**config.mk**
```make
export PLATFORM = sky130hd
export DESIGN_NAME = frame_color_scaler
export DESIGN_NICKNAME = d
export VERILOG_FILES = /design/src/rtl/frame_color_scaler.sv
export SDC_FILE = /design/constraint.sdc
export NUM_CORES = 1
export LEC_CHECK = 0
export BUFFER_PORTS_ARGS = -buffer_cell sky130_fd_sc_hd__buf_4
export CAP_MARGIN = 15
export CORE_MARGIN = 10
export CORE_UTILIZATION = 45
export DETAILED_ROUTE_END_ITERATION = 8
export PLACE_DENSITY = 0.67
export SYNTH_ARGS = -nofsm -noshare
export SYNTH_HDL_FRONTEND = slang
export SYNTH_SLANG_ARGS = --single-unit
```
**constraint.sdc**
```tcl
create_clock -name clk -period 4.4 [get_ports clk]
set_clock_uncertainty 0.2 [all_clocks]
set_input_delay 0.88 -clock clk [delete_from_list [all_inputs] [get_ports clk]]
set_output_delay 0.88 -clock clk [all_outputs]
set_load 0.05 [all_outputs]
```
**src/rtl/frame_color_scaler.sv**
```systemverilog
// Streams an IMG_W x IMG_H frame from RAM at one pixel per clock, scales R/G/B by
// Q1.8 gains with saturation, optionally mirrors each line, and writes the result back.
module frame_color_scaler #(
  parameter int IMG_W     = 320,
  parameter int IMG_H     = 320,
  parameter int RD_OFFSET = 0,
  parameter int WR_OFFSET = 102400,
  parameter int RD_LAT    = 2,
  parameter int ADDR_W    = 32
) (
  input  logic              clk,
  input  logic              rst_n,
  input  logic              start,
  input  logic              mirror,
  input  logic [8:0]        gain_r,
  input  logic [8:0]        gain_g,
  input  logic [8:0]        gain_b,
  output logic              mem_rd,
  output logic [ADDR_W-1:0] mem_rd_addr,
  input  logic [31:0]       mem_rd_data,
  output logic              mem_wr,
  output logic [ADDR_W-1:0] mem_wr_addr,
  output logic [31:0]       mem_wr_data,
  output logic              busy,
  output logic              done,
  output logic              err
);

  localparam int N  = IMG_W * IMG_H;
  localparam int XW = (IMG_W > 1) ? $clog2(IMG_W) : 1;
  localparam int YW = (IMG_H > 1) ? $clog2(IMG_H) : 1;
  localparam logic [ADDR_W-1:0] LAST_IDX = ADDR_W'(N - 1);
  localparam logic [XW-1:0]     X_LAST   = XW'(IMG_W - 1);

  typedef enum logic [1:0] {IDLE, RUN, DRAIN, DONE} state_e;

  state_e            state_q, state_d;
  logic [ADDR_W-1:0] idx_q, idx_d;
  logic [XW-1:0]     x_q, x_d;
  logic [YW-1:0]     y_q, y_d;
  logic              mirror_q, mirror_d;
  logic [8:0]        gainR_q, gainR_d, gainG_q, gainG_d, gainB_q, gainB_d;

  logic [RD_LAT-1:0] vld_q;
  logic [XW-1:0]     px_q [RD_LAT];
  logic [YW-1:0]     py_q [RD_LAT];

  logic              wr_q;
  logic [ADDR_W-1:0] wrAddr_q;
  logic [31:0]       wrData_q;
  logic              err_q;
  logic [XW-1:0]     outCol;
  logic              unused_rdTopByte;

  function automatic logic [7:0] scaleChan(input logic [7:0] c, input logic [8:0] g);
    logic [16:0] p;
    p = {9'b0, c} * {8'b0, g};
    return p[16] ? 8'hFF : p[15:8];
  endfunction

  // Frame sequencing: a start is accepted in IDLE and also in the DONE cycle.
  always_comb begin
    state_d  = state_q;
    idx_d    = idx_q;
    x_d      = x_q;
    y_d      = y_q;
    mirror_d = mirror_q;
    gainR_d  = gainR_q;
    gainG_d  = gainG_q;
    gainB_d  = gainB_q;
    case (state_q)
      IDLE, DONE: begin
        state_d = IDLE;
        if (start) begin
          state_d  = RUN;
          mirror_d = mirror;
          gainR_d  = gain_r;
          gainG_d  = gain_g;
          gainB_d  = gain_b;
          idx_d    = '0;
          x_d      = '0;
          y_d      = '0;
        end
      end
      RUN: begin
        if (idx_q == LAST_IDX) begin
          state_d = DRAIN;
        end else begin
          idx_d = idx_q + ADDR_W'(1);
          if (x_q == X_LAST) begin
            x_d = '0;
            y_d = y_q + YW'(1);
          end else begin
            x_d = x_q + XW'(1);
          end
        end
      end
      DRAIN: begin
        if (wr_q && (vld_q == '0)) state_d = DONE;
      end
      default: state_d = IDLE;
    endcase
  end

  always_ff @(posedge clk or negedge rst_n) begin
    if (!rst_n) begin
      state_q  <= IDLE;
      idx_q    <= '0;
      x_q      <= '0;
      y_q      <= '0;
      mirror_q <= 1'b0;
      gainR_q  <= '0;
      gainG_q  <= '0;
      gainB_q  <= '0;
    end else begin
      state_q  <= state_d;
      idx_q    <= idx_d;
      x_q      <= x_d;
      y_q      <= y_d;
      mirror_q <= mirror_d;
      gainR_q  <= gainR_d;
      gainG_q  <= gainG_d;
      gainB_q  <= gainB_d;
    end
  end

  // Reads in flight carry their pixel coordinates until the RAM data returns.
  always_ff @(posedge clk or negedge rst_n) begin
    if (!rst_n) begin
      vld_q <= '0;
      for (int i = 0; i < RD_LAT; i++) begin
        px_q[i] <= '0;
        py_q[i] <= '0;
      end
    end else begin
      vld_q[0] <= (state_q == RUN);
      px_q[0]  <= x_q;
      py_q[0]  <= y_q;
      for (int i = 1; i < RD_LAT; i++) begin
        vld_q[i] <= vld_q[i-1];
        px_q[i]  <= px_q[i-1];
        py_q[i]  <= py_q[i-1];
      end
    end
  end

  assign outCol = mirror_q ? (X_LAST - px_q[RD_LAT-1]) : px_q[RD_LAT-1];

  always_ff @(posedge clk or negedge rst_n) begin
    if (!rst_n) begin
      wr_q     <= 1'b0;
      wrAddr_q <= '0;
      wrData_q <= '0;
      err_q    <= 1'b0;
    end else begin
      wr_q  <= vld_q[RD_LAT-1];
      err_q <= start && busy;
      if (vld_q[RD_LAT-1]) begin
        wrAddr_q <= ADDR_W'(WR_OFFSET)
                  + ADDR_W'(py_q[RD_LAT-1]) * ADDR_W'(IMG_W)
                  + ADDR_W'(outCol);
        wrData_q <= {8'h00,
                     scaleChan(mem_rd_data[23:16], gainR_q),
                     scaleChan(mem_rd_data[15:8],  gainG_q),
                     scaleChan(mem_rd_data[7:0],   gainB_q)};
      end
    end
  end

  assign unused_rdTopByte = ^mem_rd_data[31:24];

  assign mem_rd      = (state_q == RUN);
  assign mem_rd_addr = ADDR_W'(RD_OFFSET) + idx_q;
  assign mem_wr      = wr_q;
  assign mem_wr_addr = wrAddr_q;
  assign mem_wr_data = wrData_q;
  assign busy        = (state_q == RUN) || (state_q == DRAIN);
  assign done        = (state_q == DONE);
  assign err         = err_q;

endmodule

```
* Yosys cells after proc, flatten, opt, wreduce, memory -nomap -nowiden *
Index checks and enable logic that the tools add are counted.

operators by class
  reductions and logical operators = 11
  shifts and indexed selects = 0
  equal/unequal tests = 10
  add/sub/neg operators = 6
  bitwise gates (word level) = 0
  magnitude comparators = 0
  multiplexer cells = 18
  $mul = 4
  div/mod/pow operators = 0

operator list
  cell                                                   number
  two-way mux 32 bit                                     2
  case mux 32 bit (2 select lines)                       1
  two-way mux 9 bit                                      6
  multiplier 8 x 9 -> 17 bit                             3
  case mux 9 bit (2 select lines)                        2
  adder 32 x 1 -> 32 bit, second input constant          1
  == test 32 x 17 -> 1 bit, second input constant        1
  two-way mux 8 bit                                      3
  adder 19 x 9 -> 20 bit                                 1
  adder 17 x 18 -> 19 bit, first input constant          1
  adder 9 x 1 -> 9 bit, second input constant            2
  multiplier 9 x 3 -> 12 bit, second input constant      1
  == test 9 bit, second input constant                   1
  subtractor 9 bit, first input constant                 1
  inequality test 2 bit, second input constant           3
  case mux 2 bit (3 select lines)                        1
  == test 2 bit, second input constant                   2
  zero test 2 bit                                        2
  two-way mux 2 bit                                      2
  inequality test 2 x 1 -> 1 bit, second input constant  2
  AND reduction 2 bit                                    2
  AND reduction 4 bit                                    1
  AND reduction 3 bit                                    1
  == test 2 x 1 -> 1 bit, second input constant          1
  5 further kinds                                        6

word-level totals
  ROM bits = 0
  bits in registers = 176
  bits of input ports = 63
  output and inout bits = 101
  memories = 0
  bits in writable memories = 0
  latch bits = 0

* Longest topological paths before layout *
Gate-level depths: netlist (run 1).

  word-level depth = 4
  depth in mapped cells = 17
  mapped depth without buffers = 17

* Least setup slack after synthesis (run 1) *
No wires, ideal clock.

  kind = input to register
  from = input mem_rd_data[7]
  to = register wrData_q[5] (netlist: mem_wr_data[5])
  setup time = 126 ps
  stages on the path = 14
  data arrival time = 4861 ps
  buffers on the path = 0
  setup slack = -787 ps
  data required time = 4074 ps
  cells stage by stage = and2_1 > fa_1 > fa_1 > fa_1 > inv_1 > fa_1 > inv_1 > ha_1 > and3_1 > a211o_1 > o211ai_1 > mux2i_1 > nand2b_1 > o32a_1

on the way
  longest elaborated chain between the ends = 2

ends and longest elaborated chain
  element                     line  source
  from (decl)                 20    input logic [31:0] mem_rd_data,
  multiplier 8 x 9 -> 17 bit  57    p = {9'b0, c} * {8'b0, g};
  two-way mux 8 bit           58    return p[16] ? 8'hFF : p[15:8];
  to (signal assigned)        162   wrData_q <= {8'h00,
  to (decl)                   50    logic [31:0] wrData_q;

Every way passes these cells.
A chain may end at the register's enable or synchronous reset.

* Worst setup path in the final report (run 1) *
  from = input mem_rd_data[23]
  to = register wrData_q[21] (netlist: mem_wr_data[21])

Same word-level chain as after synthesis.

==> results of run 1 <==
==> worst min-delay path by stage <==
stage                  start      end  slack [ps]  depth (start not counted)
floorplan            px_q[9]  px_q[0]         130                          0
global placement    py_q[17]  py_q[8]         130                          0
detailed placement  px_q[12]  px_q[3]         140                          0
CTS                 px_q[12]  px_q[3]         140                          0
global route         px_q[9]  px_q[0]         160                          0
finish              px_q[12]  px_q[3]         150                          0
==> placed cells by master (no fill, tap or decap), types with 9 or more instances in the layout <==
master,n
sky130_fd_sc_hd__a21o_1,10
sky130_fd_sc_hd__a21oi_1,35
sky130_fd_sc_hd__a31oi_1,16
sky130_fd_sc_hd__and2_1,158
sky130_fd_sc_hd__and2_4,24
sky130_fd_sc_hd__and3_1,11
sky130_fd_sc_hd__buf_4,244
sky130_fd_sc_hd__clkbuf_16,18
sky130_fd_sc_hd__conb_1,21
sky130_fd_sc_hd__dfrtp_1,149
sky130_fd_sc_hd__dfrtp_2,14
sky130_fd_sc_hd__fa_1,119
sky130_fd_sc_hd__ha_1,108
sky130_fd_sc_hd__ha_4,16
sky130_fd_sc_hd__inv_1,143
sky130_fd_sc_hd__inv_2,11
sky130_fd_sc_hd__mux2_2,35
sky130_fd_sc_hd__nand2_1,72
sky130_fd_sc_hd__nand3_1,20
sky130_fd_sc_hd__nand4_1,24
sky130_fd_sc_hd__nor2_1,89
sky130_fd_sc_hd__nor2b_1,11
sky130_fd_sc_hd__nor3_1,10
sky130_fd_sc_hd__nor4_1,9
sky130_fd_sc_hd__o21ai_0,35
sky130_fd_sc_hd__xnor2_1,32
sky130_fd_sc_hd__xor2_1,33
==> metal layers <==
metal	vias up	GRT usage (%)
met5	-	0
met1	5141	22.3
met2	226	29.5
li1	5047	-
met3	40	4.10
met4	0	5.21
==> per-stage QoR <==
stage	worst slack (ps)	hold WS, ps	util, %	cell area (um2)
5_1_grt	-384	156	57.6	17200
6_report	-248	147	57.6	17200
3_5_place_dp	-830	136	53.7	16100
4_1_cts	-245	141	56.5	16900
2_1_floorplan	-482	131	-	14000
3_3_place_gp	-782	132	53.7	16100
==> state kept, by name, summed over array words and instances, names as in the netlist <==
register / flops
gainR_q: 9
mirror_q: 1
gainG_q: 9
mem_wr_data: 24
y_q: 9
err: 1
py_q: 18
idx_q: 32
state_q: 2
gainB_q: 9
mem_wr_addr: 19
x_q: 9
px_q: 18
mem_wr: 1
vld_q: 2
==> where the power goes <==
group / switching, uW / leakage [uW] / internal (uW)
sequential: 0.480 / 0.00213 / 1500
combinational: 107 / 0.00661 / 61.7
clock: 713 / 0.000286 / 776
total: 820 / 0.00902 / 2340
==> worst reg2reg max path, delay by kind of cell (launching register included) <==
family | cells | cell delay (ps)
buf+inv | 3 | 260
simple gates | 1 | 190
compound gates | 7 | 1140
flops | 1 | 480
fa+ha+maj | 5 | 2120
==> repair_timing <==
item,in CTS,in global routing
pin swaps,76,44
endpoints found under the hold margin,0,0
gates resized for setup,64,55
gates cloned,0,1
endpoints found under the setup margin,24,24
setup buffers,3,5
==> kinds of logic after synthesis <==
group	Yosys count	share of synthesized area (%)
flops	163	29.6
other cells	1	0.0272
xor+xnor	66	4.20
mux	41	3.30
fa+ha+maj	251	29.6
buf+inv	202	6.37
compound gates	178	8.38
simple gates	475	18.5
==> layout make-up <==
cell class | instances | area, um2 | area share, %
timing repair buffer | 261 | 2090 | 12.1
clock buffer | 18 | 439 | 2.55
tap | 390 | 488 | 2.83
sequential | 163 | 4100 | 23.8
clock inverter | 14 | 155 | 0.900
multi-input combinational | 1032 | 9390 | 54.5
inverter | 155 | 582 | 3.37
==> flow_results.org, run 1 <==
** Outcome
- Status :: finished, violations left
- Failing checks :: setup timing

** Synth
- Post-synth top flop :: sky130_fd_sc_hd__dfrtp_1
- Post-synthesis average cell area :: 10.0 um2
- Number of flip-flops and latches in the synthesized netlist :: 163
- Yosys mapped a number of flops with a built-in enable equal to 0.
- Cell Area, Synth :: 13800 um2
- Biggest area contributors in the synthesized netlist :: sky130_fd_sc_hd__dfrtp_1 30%, sky130_fd_sc_hd__fa_1 18%, sky130_fd_sc_hd__ha_1 11%, sky130_fd_sc_hd__and2_1 8.3%, sky130_fd_sc_hd__inv_1 4.2%
- Cell with the most instances after synthesis :: sky130_fd_sc_hd__and2_1
- Sequential cell area fraction in the yosys report :: 29.6%
- Top-area cell type share of the netlist area :: 29.6%
- Asr flop ratio synth :: 100%
- The cell count after synthesis came out at 1377.
- The synthesized design spends more area on one cell type than any other, namely sky130_fd_sc_hd__dfrtp_1.
- Synth warnings :: 0
- By count the netlist is led by 182 x sky130_fd_sc_hd__and2_1, 163 x sky130_fd_sc_hd__dfrtp_1, 154 x sky130_fd_sc_hd__inv_1.
- Post-synth cell types :: 70

** Global route
- Global routing usage summed across all routing layers :: 17.7%
- The number of global-route vias before repair was 11400.
- The first global-routing pass estimated 56200 um of wire.
- The initial antenna violation count is 0.
- For this run the aggregate overflow at the end of global routing stands at 0.
- Maximum number of pins on one net before global-route repair :: 73

** STA
- In this run the tightest slew margin relative to its limit is 35.5%.
- Highest clock frequency the design can meet :: 215 MHz
- Final critical-path setup slack :: -248 ps
- The count of endpoints failing hold in the final timing report came to 0.
- The final number of max-transition violations is 0.
- Transition time at the pin with the least slew margin :: 954 ps
- Setup repair after global routing could not meet its margin everywhere.
- After layout, the worst path uses 106% of the clock period.
- After layout, the minimum clock period comes to 4650 ps.
- Final sum of negative setup slack :: -4540 ps
- Finish-stage setup viols :: 24

** Detailed routing
- After the first detailed-routing iteration, the DRC count stood at 494.
- Met1 routed wirelength after detailed routing :: 14600 um
- The highest layer touched by signal routing is met4.
- Via count of the routed design :: 10500
- Met2 wire length :: 15700 um
- Number of vias per cell after detailed routing :: 5.14
- The routed design has 32500 um of wire.
- In the final routed layout, each cell accounts on average for 16.0 um.
- Remaining DRCs :: 0
- Pre-antenna DRT Iters :: 5
- Detailed routing placed a total of 1650 um of wire on met3.
- In this run the remaining antenna-violating nets after routing total 0.

** Power and ir drop
- Pwr Density :: 183 nW/um2
- Summing internal, switching and leakage power gives 3160 uW.
- IR analysis of the VDD net gives a maximum drop of 0.000278 V.
- The analysis attributes to cell leakage a power of 0.00902 uW.

** Critical path
- For the worst setup path, the data arrival time is 4800 ps.
- Critical path destination :: mem_wr_data[21]
- The worst setup path is captured at a flip-flop.
- Data on the critical path is required at its endpoint by 4550 ps.
- The kind of cell with the highest combined delay along the critical path is adder cells.
- The worst register-to-register path begins at gainG_q[3].
- The endpoint identified for the worst register-to-register timing path is mem_wr_data[8].
- Worst path depth :: 18
- For this run, the slowest stage of the critical path takes 540 ps.
- Setup slack on the worst reg-to-reg path comes out at -170 ps.
- By startpoint and endpoint, the worst setup path is classified as in -> reg.
- On the critical path, the stage with the largest delay is an instance of sky130_fd_sc_hd__fa_1.
- Critical-path maximum fanout :: 7
- Kind of start point of the critical path :: input port
- Buffers and inverters on the worst path :: 5
- For the worst flop-to-flop path, the logic depth is 16.
- CP Cell Sequence :: buf_4 > buf_4 > and2_1 > fa_1 > inv_1 > fa_1 > inv_1 > fa_1 > ha_1 > ha_1 > and2_1 > o21a_1 > nor2_2 > nor2_1 > a221oi_1 > o211ai_1 > buf_4 > a31oi_1
- First element of the critical path :: mem_rd_data[23]

** Floorplanning
- Number of placed I/O pins :: 164
- In this run the standard cell core region covers 30000 um2.
- Horizontal extent of the die :: 195 um
- Number of placement rows :: 63
- Die Span Y :: 195 um
- The die covers 38000 um2.
- Starting Density :: 46.0%

** Clock tree
- TritonCTS clock tree :: built
- Clock transition at the registers of the reported paths :: 70 ps
- CTS Sinks :: 163
- Number of buffers added by the clock tree synthesis step :: 17
- Clock tree root driver cell :: sky130_fd_sc_hd__clkbuf_16
- Counting along the longest clock path gives a buffer depth of 2.
- Buffers inserted to repair hold after CTS numbered 0.
- Source-to-sink clock delay at the later pin of the worst-skew pair :: 440 ps
- In this run the number of H-tree levels came out at 4.

** Finish
- The final layout contains 1944 nets.
- Fraction of layout cells with a size suffix above 1 :: 27.8%
- The finished layout holds 2033 standard cells, fillers aside.
- Fillers :: 2631
- Relative to the synthesized area, the layout overhead comes to 25.2%.
- Number of antenna repair diodes :: 0

** Place
- Hpwl dp :: 25300 um
- Final estimated routing congestion in global placement :: 0.824
- Including well taps, the total number of placed cells is 1993.
- In this run the tool buffered the top-level ports with 134 buffer cells.

** Job
- Max Cap Viol :: 0

** Hold path
- Worst min-delay path class :: reg -> reg
(Power assumes the default switching activity.)
==> run 2: changes to the inputs <==
Settings changed: CORE_UTILIZATION 45 to 54, PLACE_DENSITY 0.67 to 0.78.
==> flow_results.org, run 2 (synthesized netlist as in run 1, its figures left out) <==
** Critical path
- Category of the critical setup timing path :: in -> reg (unchanged)
- The kind of start point of the critical path is an input port (unchanged).
- CP Cell Sequence: buf_12 > and2_4 > fa_2 > fa_1 > inv_2 > fa_1 > inv_1 > fa_1 > ha_1 > o21a_1 > o21ai_2 > a211oi_2 > o21ai_2 > o31a_1 > o211ai_2 > buf_6 > a31oi_1 (was buf_4 > buf_4 > and2_1 > fa_1 > inv_1 > fa_1 > inv_1 > fa_1 > ha_1 > ha_1 > and2_1 > o21a_1 > nor2_2 > nor2_1 > a221oi_1 > o211ai_1 > buf_4 > a31oi_1).
- Critical Path Max Stage Delay :: 520 ps (was 540 ps)
- The cell type of the slowest stage on the worst timing path was sky130_fd_sc_hd__fa_1 (unchanged).
- The data required time at the worst endpoint came to 4530 ps (was 4550 ps).
- The maximum fanout along the worst path is 8 (was 7).
- The arrival time of the worst setup path came to 4850 ps (was 4800 ps).
- CP Capture Type :: flip-flop (unchanged)
- Dominant cell type by count on the critical path :: sky130_fd_sc_hd__fa_1

** STA
- The upper clock frequency limit was 212 MHz (was 215 MHz).
- The worst slew margin relative to its limit is 36.2% (was 35.5%).
- The total of endpoints with negative setup slack in the final report was 24 (unchanged).
- The post-route clock period utilization is 107% (was 106%).
- The post-route worst setup slack is -313 ps (was -248 ps).
- Count of final hold-check violations :: 0 (unchanged)
- Final-layout worst hold slack :: 150 ps (was 147 ps)
- Transition time at the pin with the least slew margin :: 957 ps (was 954 ps)
- The final number of max-transition violations was 0 (unchanged).
- RSZ-0062 raised after global routing: true (unchanged).
- Time the worst path needs with I/O delays and setup :: 4710 ps (was 4650 ps)

** Power and ir drop
- The fraction of power consumed by sequential logic came to 46.8% (was 47.5%).
- The portion of total power attributed to the clock network came to 48.0% (was 47.2%).
- The share of total power in combinational logic was 5.2% (was 5.4%).
- The internal portion of total power is 2340 uW (about the same).
- Pwr Density :: 185 nW/um2 (was 183 nW/um2)
- Max rail drop VDD :: 0.000215 V (was 0.000278 V)
- Switching pwr :: 864 uW (was 820 uW)
- Pwr Total :: 3200 uW (was 3160 uW)
- Leakage power figure :: 0.00915 uW (was 0.00902 uW)
- Proportion of total power due to net switching :: 27.0% (was 26.0%)

** Finish
- The top register by number of flip-flops is idx_q (unchanged).
- The number of flip-flops under the largest register name came to 32 (unchanged).
- The ratio of cells with drive above 1 in the final layout was 28.2% (was 27.8%).
- Number of nets in the final layout :: 1955 (was 1944)
- Design Area, Final :: 17300 um2 (was 17200 um2)
- Most used cells in the layout excluding fill and tap cells: 248 x sky130_fd_sc_hd__buf_4, 156 x sky130_fd_sc_hd__and2_1, 155 x sky130_fd_sc_hd__dfrtp_1 (was 244 x sky130_fd_sc_hd__buf_4, 158 x sky130_fd_sc_hd__and2_1, 149 x sky130_fd_sc_hd__dfrtp_1).
- Synth-to-layout area growth :: 25.4% (was 25.2%)
- The filler-free cell count of the finished design was 1984 (was 2033).
- Most common library cell in the layout ignoring fill and taps :: sky130_fd_sc_hd__buf_4 (unchanged)
- Number of antenna repair diodes :: 0 (unchanged)

** Detailed routing
- The DRC violation count after routing was 0 (unchanged).
- The iteration-0 DRC count of the detailed router is 579 (was 494).
- The post-detailed-route count of antenna-violating nets came to 0 (unchanged).
- Pre-antenna DRT Iters :: 4 (was 5)
- Number of vias per cell after detailed routing :: 5.39 (was 5.14)
- Per-cell routed wire length :: 16.5 um (was 16.0 um)
- Via count of the routed design :: 10700 (was 10500)
- The wire length reported by the detailed router came to 32700 um (was 32500 um).

** Floorplanning
- The top-level I/O count was 164 (unchanged).
- Starting Density :: 54.8% (was 46.0%)
- Horizontal extent of the die :: 180 um (was 195 um)
- The floorplan die height is 180 um (was 195 um).
- The floorplan core area is 25100 um2 (was 30000 um2).
- The die footprint was 32300 um2 (was 38000 um2).
- Number of placement rows :: 58 (was 63)

** Clock tree
- Clock tree root driver cell :: sky130_fd_sc_hd__clkbuf_16 (unchanged)
- The CTS H-tree depth is 4 (unchanged).
- Source-to-sink clock delay at the later pin of the worst-skew pair :: 430 ps (was 440 ps)
- The sink count of the clock tree was 163 (unchanged).
- The CTS tree was built (unchanged).
- The largest buffer count on any clock path is 2 (unchanged).
- The clock transition at the registers of the reported paths came to 70 ps (about the same).
- Number of buffers added by the clock tree synthesis step :: 17 (unchanged)

** Place
- The pre-CTS setup slack is -850 ps (was -830 ps).
- Number of buffers inserted by port buffering :: 134 (unchanged)
- Final estimated routing congestion in global placement :: 0.883 (was 0.824)
- Cell total after placement :: 1930 (was 1993)
- The HPWL after detailed placement came to 24800 um (was 25300 um).
- Placement Cell Area :: 16000 um2 (was 16100 um2)

** Outcome
- Failing checks: setup timing (unchanged).
- Status: finished, violations left (unchanged).

** Global route
- The initial antenna violation count came to 0 (unchanged).
- The number of global-route vias before repair came to 11500 (was 11400).
- Global routing usage summed across all routing layers :: 20.5% (was 17.7%)
- The total congestion overflow is 0 (unchanged).
- First-pass GRT wire length :: 56100 um (was 56200 um)
- The largest net degree at the start of global routing came to 107 (was 73).

** Job
- The max-cap check violation count came to 0 (unchanged).

** Hold path
- Worst min-delay path class :: reg -> reg (unchanged)
[run 2: changes by cell type in the layout (fill, tap and decap cells not counted), sizes merged]
cell / change
buf: +12
clkinvlp: -2
clkinv: +7
inv: -4
clkbuf: -2
[run 2: repair_timing]
item | 4_1_cts | 5_1_grt
hold buffers | 0 | 0
cloned | 0 | 0
pin swaps | 79 | 34
setup endpoints to repair | 24 | 24
gates resized for setup | 84 | 41
buffers inserted | 12 | 10
[run 2: final timing paths]
check,cells after the start,slack (ps),start,to
min in group asynchronous,1,360,rst_n,y_q[3]
min reg2reg,0,150,px_q[12],px_q[3]
max in group asynchronous,2,2740,rst_n,idx_q[22]
min,0,150,px_q[12],px_q[3]
max,17,-310,mem_rd_data[10],mem_wr_data[12]
max reg2reg,16,-250,gainG_q[2],mem_wr_data[12]
[run 2: worst max-delay path: cells and delay by family]
kind / cells / cell delay [ps]
adder cells (fa/ha/maj): 5 / 2150
AND/OR/NAND/NOR: 1 / 160
AO/OA/AOI/OAI: 7 / 1280
buffers and inverters: 4 / 380
[run 2: cell type report]
cell class	count	area (um2)
Sequential cell	163	4090
Tap cell	330	413
Multi-Input combinational cell	1032	9380
Fill cell	1899	7840
Timing Repair Buffer	272	2170
Inverter	155	582
Clock inverter	15	204
Clock buffer	17	425
[run 2: stage by stage]
step | TNS (ps) | util, %
2_1_floorplan | -8030 | -
3_3_place_gp | -15920 | 63.7
3_5_place_dp | -17920 | 63.7
4_1_cts | -4280 | 67.9
5_1_grt | -9070 | 68.8
6_report | -5870 | 68.8
[run 2: metal layers]
layer	GRT usage [%]	share of wire, %	routed length (um)
met1	25.9	43	14000
met2	35.0	50	16300
met3	4.06	5.1	1680
met4	5.56	1.9	613
met5	0	0	0
[run 2: power by group through the flow]
stage	sequential [uW]	clock (uW)	combinational [uW]
floorplan	1530	0	54.8
global placement	1530	0	154
detailed placement	1530	0	156
CTS	1500	1560	163
global route	1500	1630	180
finish	1500	1540	165
==> run 3: changes to the inputs <==
--- a/config.mk
+++ b/config.mk
@@ -10,5 +10,4 @@
 export CORE_MARGIN = 10
-export CORE_UTILIZATION = 54
+export CORE_UTILIZATION = 30
 export DETAILED_ROUTE_END_ITERATION = 8
-export PLACE_DENSITY = 0.78
 export SYNTH_ARGS = -nofsm -noshare
--- a/constraint.sdc
+++ b/constraint.sdc
@@ -4,2 +4,2 @@
 set_output_delay 0.88 -clock clk [all_outputs]
-set_load 0.05 [all_outputs]
+set_load 0.01 [all_outputs]
==> flow_results.org, run 3 (synthesized netlist as in run 1, its figures left out) <==
** Clock tree
- Bufs on Longest Clock Path :: 2 (unchanged)
- The clock transition at the registers of the reported paths is 70 ps (about the same).
- The CTS tree is built (unchanged).
- The number of buffers inserted for hold repair after clock tree synthesis came to 0 (unchanged).
- Number of buffers added by the clock tree synthesis step :: 17 (unchanged)
- Clock tree root driver cell :: sky130_fd_sc_hd__clkbuf_16 (unchanged)
- The clock latency on the worst-skew pair came to 470 ps (was 430 ps).
- CTS Sinks :: 163 (unchanged)
- The CTS H-tree depth came to 4 (unchanged).

** Power and ir drop
- The worst vdd rail ir drop came to 0.000201 V (was 0.000215 V).
- Leakage power figure :: 0.00902 uW (was 0.00915 uW)
- The power density over cell area came to 174 nW/um2 (was 185 nW/um2).

** Critical path
- CP Cell Sequence :: buf_4 > and2_4 > fa_1 > fa_1 > fa_1 > inv_2 > fa_1 > inv_2 > ha_4 > a21o_1 > a21o_1 > buf_4 > a22oi_2 > nand2b_1 > a2111o_1 > nand2_1 > a31oi_1 (was buf_12 > and2_4 > fa_2 > fa_1 > inv_2 > fa_1 > inv_1 > fa_1 > ha_1 > o21a_1 > o21ai_2 > a211oi_2 > o21ai_2 > o31a_1 > o211ai_2 > buf_6 > a31oi_1)
- The cell type of the slowest stage on the worst timing path is sky130_fd_sc_hd__fa_1 (unchanged).
- Kind of start point of the critical path :: input port (unchanged)
- Critical-path maximum fanout :: 9 (was 8)
- The endpoint of the worst-slack reg-to-reg timing path was mem_wr_data[22] (was mem_wr_data[12]).
- Worst Reg2Reg Path Length in Cells :: 16 (unchanged)
- The type of element capturing the critical path was a flip-flop (unchanged).
- Category of the critical setup timing path :: in -> reg (unchanged)
- Dominant cell type by count on the critical path :: sky130_fd_sc_hd__fa_1 (unchanged)
- Data arrival time of the critical path :: 4760 ps (was 4850 ps)
- The flop-to-flop setup slack was -210 ps (was -250 ps).
- Data required time of the worst path :: 4510 ps (was 4530 ps)
- The launching point of the worst reg2reg path was gainR_q[3] (was gainG_q[2]).
- The stage delay of the slowest cell on the critical path is 540 ps (was 520 ps).

** STA
- Final number of max-transition violations :: 0 (unchanged)
- Highest clock frequency the design can meet :: 215 MHz (was 212 MHz)
- The post-route clock period utilization is 106% (was 107%).
- Slew HR :: 38.0% (was 36.2%)
- Final critical-path setup slack :: -246 ps (was -313 ps)
- The minimum clock period was 4650 ps (was 4710 ps).
- Count of final hold-check violations :: 0 (unchanged)
- The total of endpoints with negative setup slack in the final report is 24 (unchanged).
- The measured slew at the worst slew-check pin came to 929 ps (was 957 ps).
- RSZ-0062 raised after global routing: true (unchanged).

** Detailed routing
- The total via count in the routed design is 10500 (was 10700).
- The final routed wire length divided by cell count came to 15.1 um (was 16.5 um).
- Pre-antenna DRT Iters :: 5 (was 4)
- Antenna Violating Nets Remaining :: 0 (unchanged)
- The wire length reported by the detailed router came to 34100 um (was 32700 um).
- Remaining DRCs :: 0 (unchanged)
- The ratio of routed vias to standard cells was 4.64 (was 5.39).
- First DRT Iteration DRCs :: 406 (was 579)

** Place
- Cell total after placement :: 2207 (was 1930)
- The pre-CTS setup slack is -826 ps (was -850 ps).
- Hpwl dp :: 26700 um (was 24800 um)
- Number of buffers inserted by port buffering :: 134 (unchanged)
- Final estimated routing congestion in global placement :: 0.824 (was 0.883)

** Hold path
- The start point of the worst hold path is px_q[14] (was px_q[12]).
- Worst min-delay path class :: reg -> reg (unchanged)
- Endpoint of the worst hold path :: px_q[5] (was px_q[3])
- Hold-critical path depth :: 0 (unchanged)

** Floorplanning
- Number of placement rows :: 78 (was 58)
- The top-level I/O count is 164 (unchanged).
- The die footprint is 54900 um2 (was 32300 um2).
- The die width is 234 um (was 180 um).
- The floorplan core area came to 45400 um2 (was 25100 um2).
- Die Span Y :: 234 um (was 180 um)
- The initial core utilization came to 30.3% (was 54.8%).

** Finish
- Number of antenna repair diodes :: 0 (unchanged)
- The top register by number of flip-flops was idx_q (unchanged).
- Most used cells in the layout excluding fill and tap cells: 260 x sky130_fd_sc_hd__buf_4, 160 x sky130_fd_sc_hd__and2_1, 145 x sky130_fd_sc_hd__dfrtp_1 (was 248 x sky130_fd_sc_hd__buf_4, 156 x sky130_fd_sc_hd__and2_1, 155 x sky130_fd_sc_hd__dfrtp_1).
- Number of nets in the final layout :: 1957 (was 1955)
- Fraction of layout cells with a size suffix above 1 :: 28.0% (was 28.2%)
- The number of flip-flops under the largest register name was 32 (unchanged).
- The filler-free cell count of the finished design was 2256 (was 1984).
- The most common cell after layout, fill and taps aside is sky130_fd_sc_hd__buf_4 (unchanged).
- Synth-to-layout area growth :: 26.6% (was 25.4%)

** Outcome
- Status :: finished, violations left (unchanged)
- Failing checks: setup timing (unchanged).

** Job
- The max-cap check violation count was 0 (unchanged).

** Global route
- First-pass GRT wire length :: 57000 um (was 56100 um)
- The total congestion overflow is 0 (unchanged).
- The number of global-route vias before repair came to 11100 (was 11500).
- Number of antenna violations at the first check in global routing :: 0 (unchanged)
- Maximum number of pins on one net before global-route repair :: 84 (was 107)
- The total global routing track utilization was 13.0% (was 20.5%).
## run 3: changes by cell type in the layout (fill, tap and decap cells not counted), sizes merged
cell      delta
clkinvlp     +4
buf          +2
clkbuf       +3
clkinv       -7
## run 3: power breakdown
group	switching (uW)	internal, uW	total (uW)
clock	681	730	1410
sequential	0.224	1500	1500
combinational	77.1	54.9	132
## run 3: stage by stage
step                hold slack, ps  area (um2)  util (%)  total power (uW)  TNS, ps
detailed placement             135       16400      36.1              1660   -18140
global placement               133       16400      36.1              1650   -17060
floorplan                      131       14000         -              1550    -8030
finish                         148       17400      38.4              3040    -3890
global route                   158       17400      38.4              3180    -7670
CTS                            146       17300      38.0              3110    -3190
## run 3: worst max-delay path, delay by kind of cell
kind,cells,cell delay [ps]
compound gates,5,910
fa+ha+maj,5,2220
buf+inv,4,380
simple gates,3,360
## run 3: cell type report
class                           instances  area (um2)
Multi-Input combinational cell       1032        9330
Tap cell                              600         751
Timing Repair Buffer                  274        2130
Clock inverter                         12        98.8
Fill cell                            4500       27900
Sequential cell                       163        4100
Clock buffer                           20         437
Inverter                              155         582
## run 3: worst max path at each step
stage,start,end
final,mem_rd_data[19],mem_wr_data[22]
after CTS,gainR_q[3],mem_wr_data[16]
after global placement,mem_rd_data[4],mem_wr_data[5]
after global routing,gainR_q[3],mem_wr_data[22]
after floorplan,mem_rd_data[5],mem_wr_data[5]
after detailed placement,mem_rd_data[4],mem_wr_data[5]
## run 3: per-layer routing
metal,track usage [%],vias up,wire length (um)
li1,-,5076,-
met1,16.8,5198,15800
met2,21.1,166,16300
met3,3.19,29,1590
met4,3.81,0,465
met5,0,-,0
## run 3: what timing repair did
action,CTS,global route
gates resized for setup,72,33
endpoints found under the setup margin,24,24
pin swaps,55,30
buffers inserted,11,7
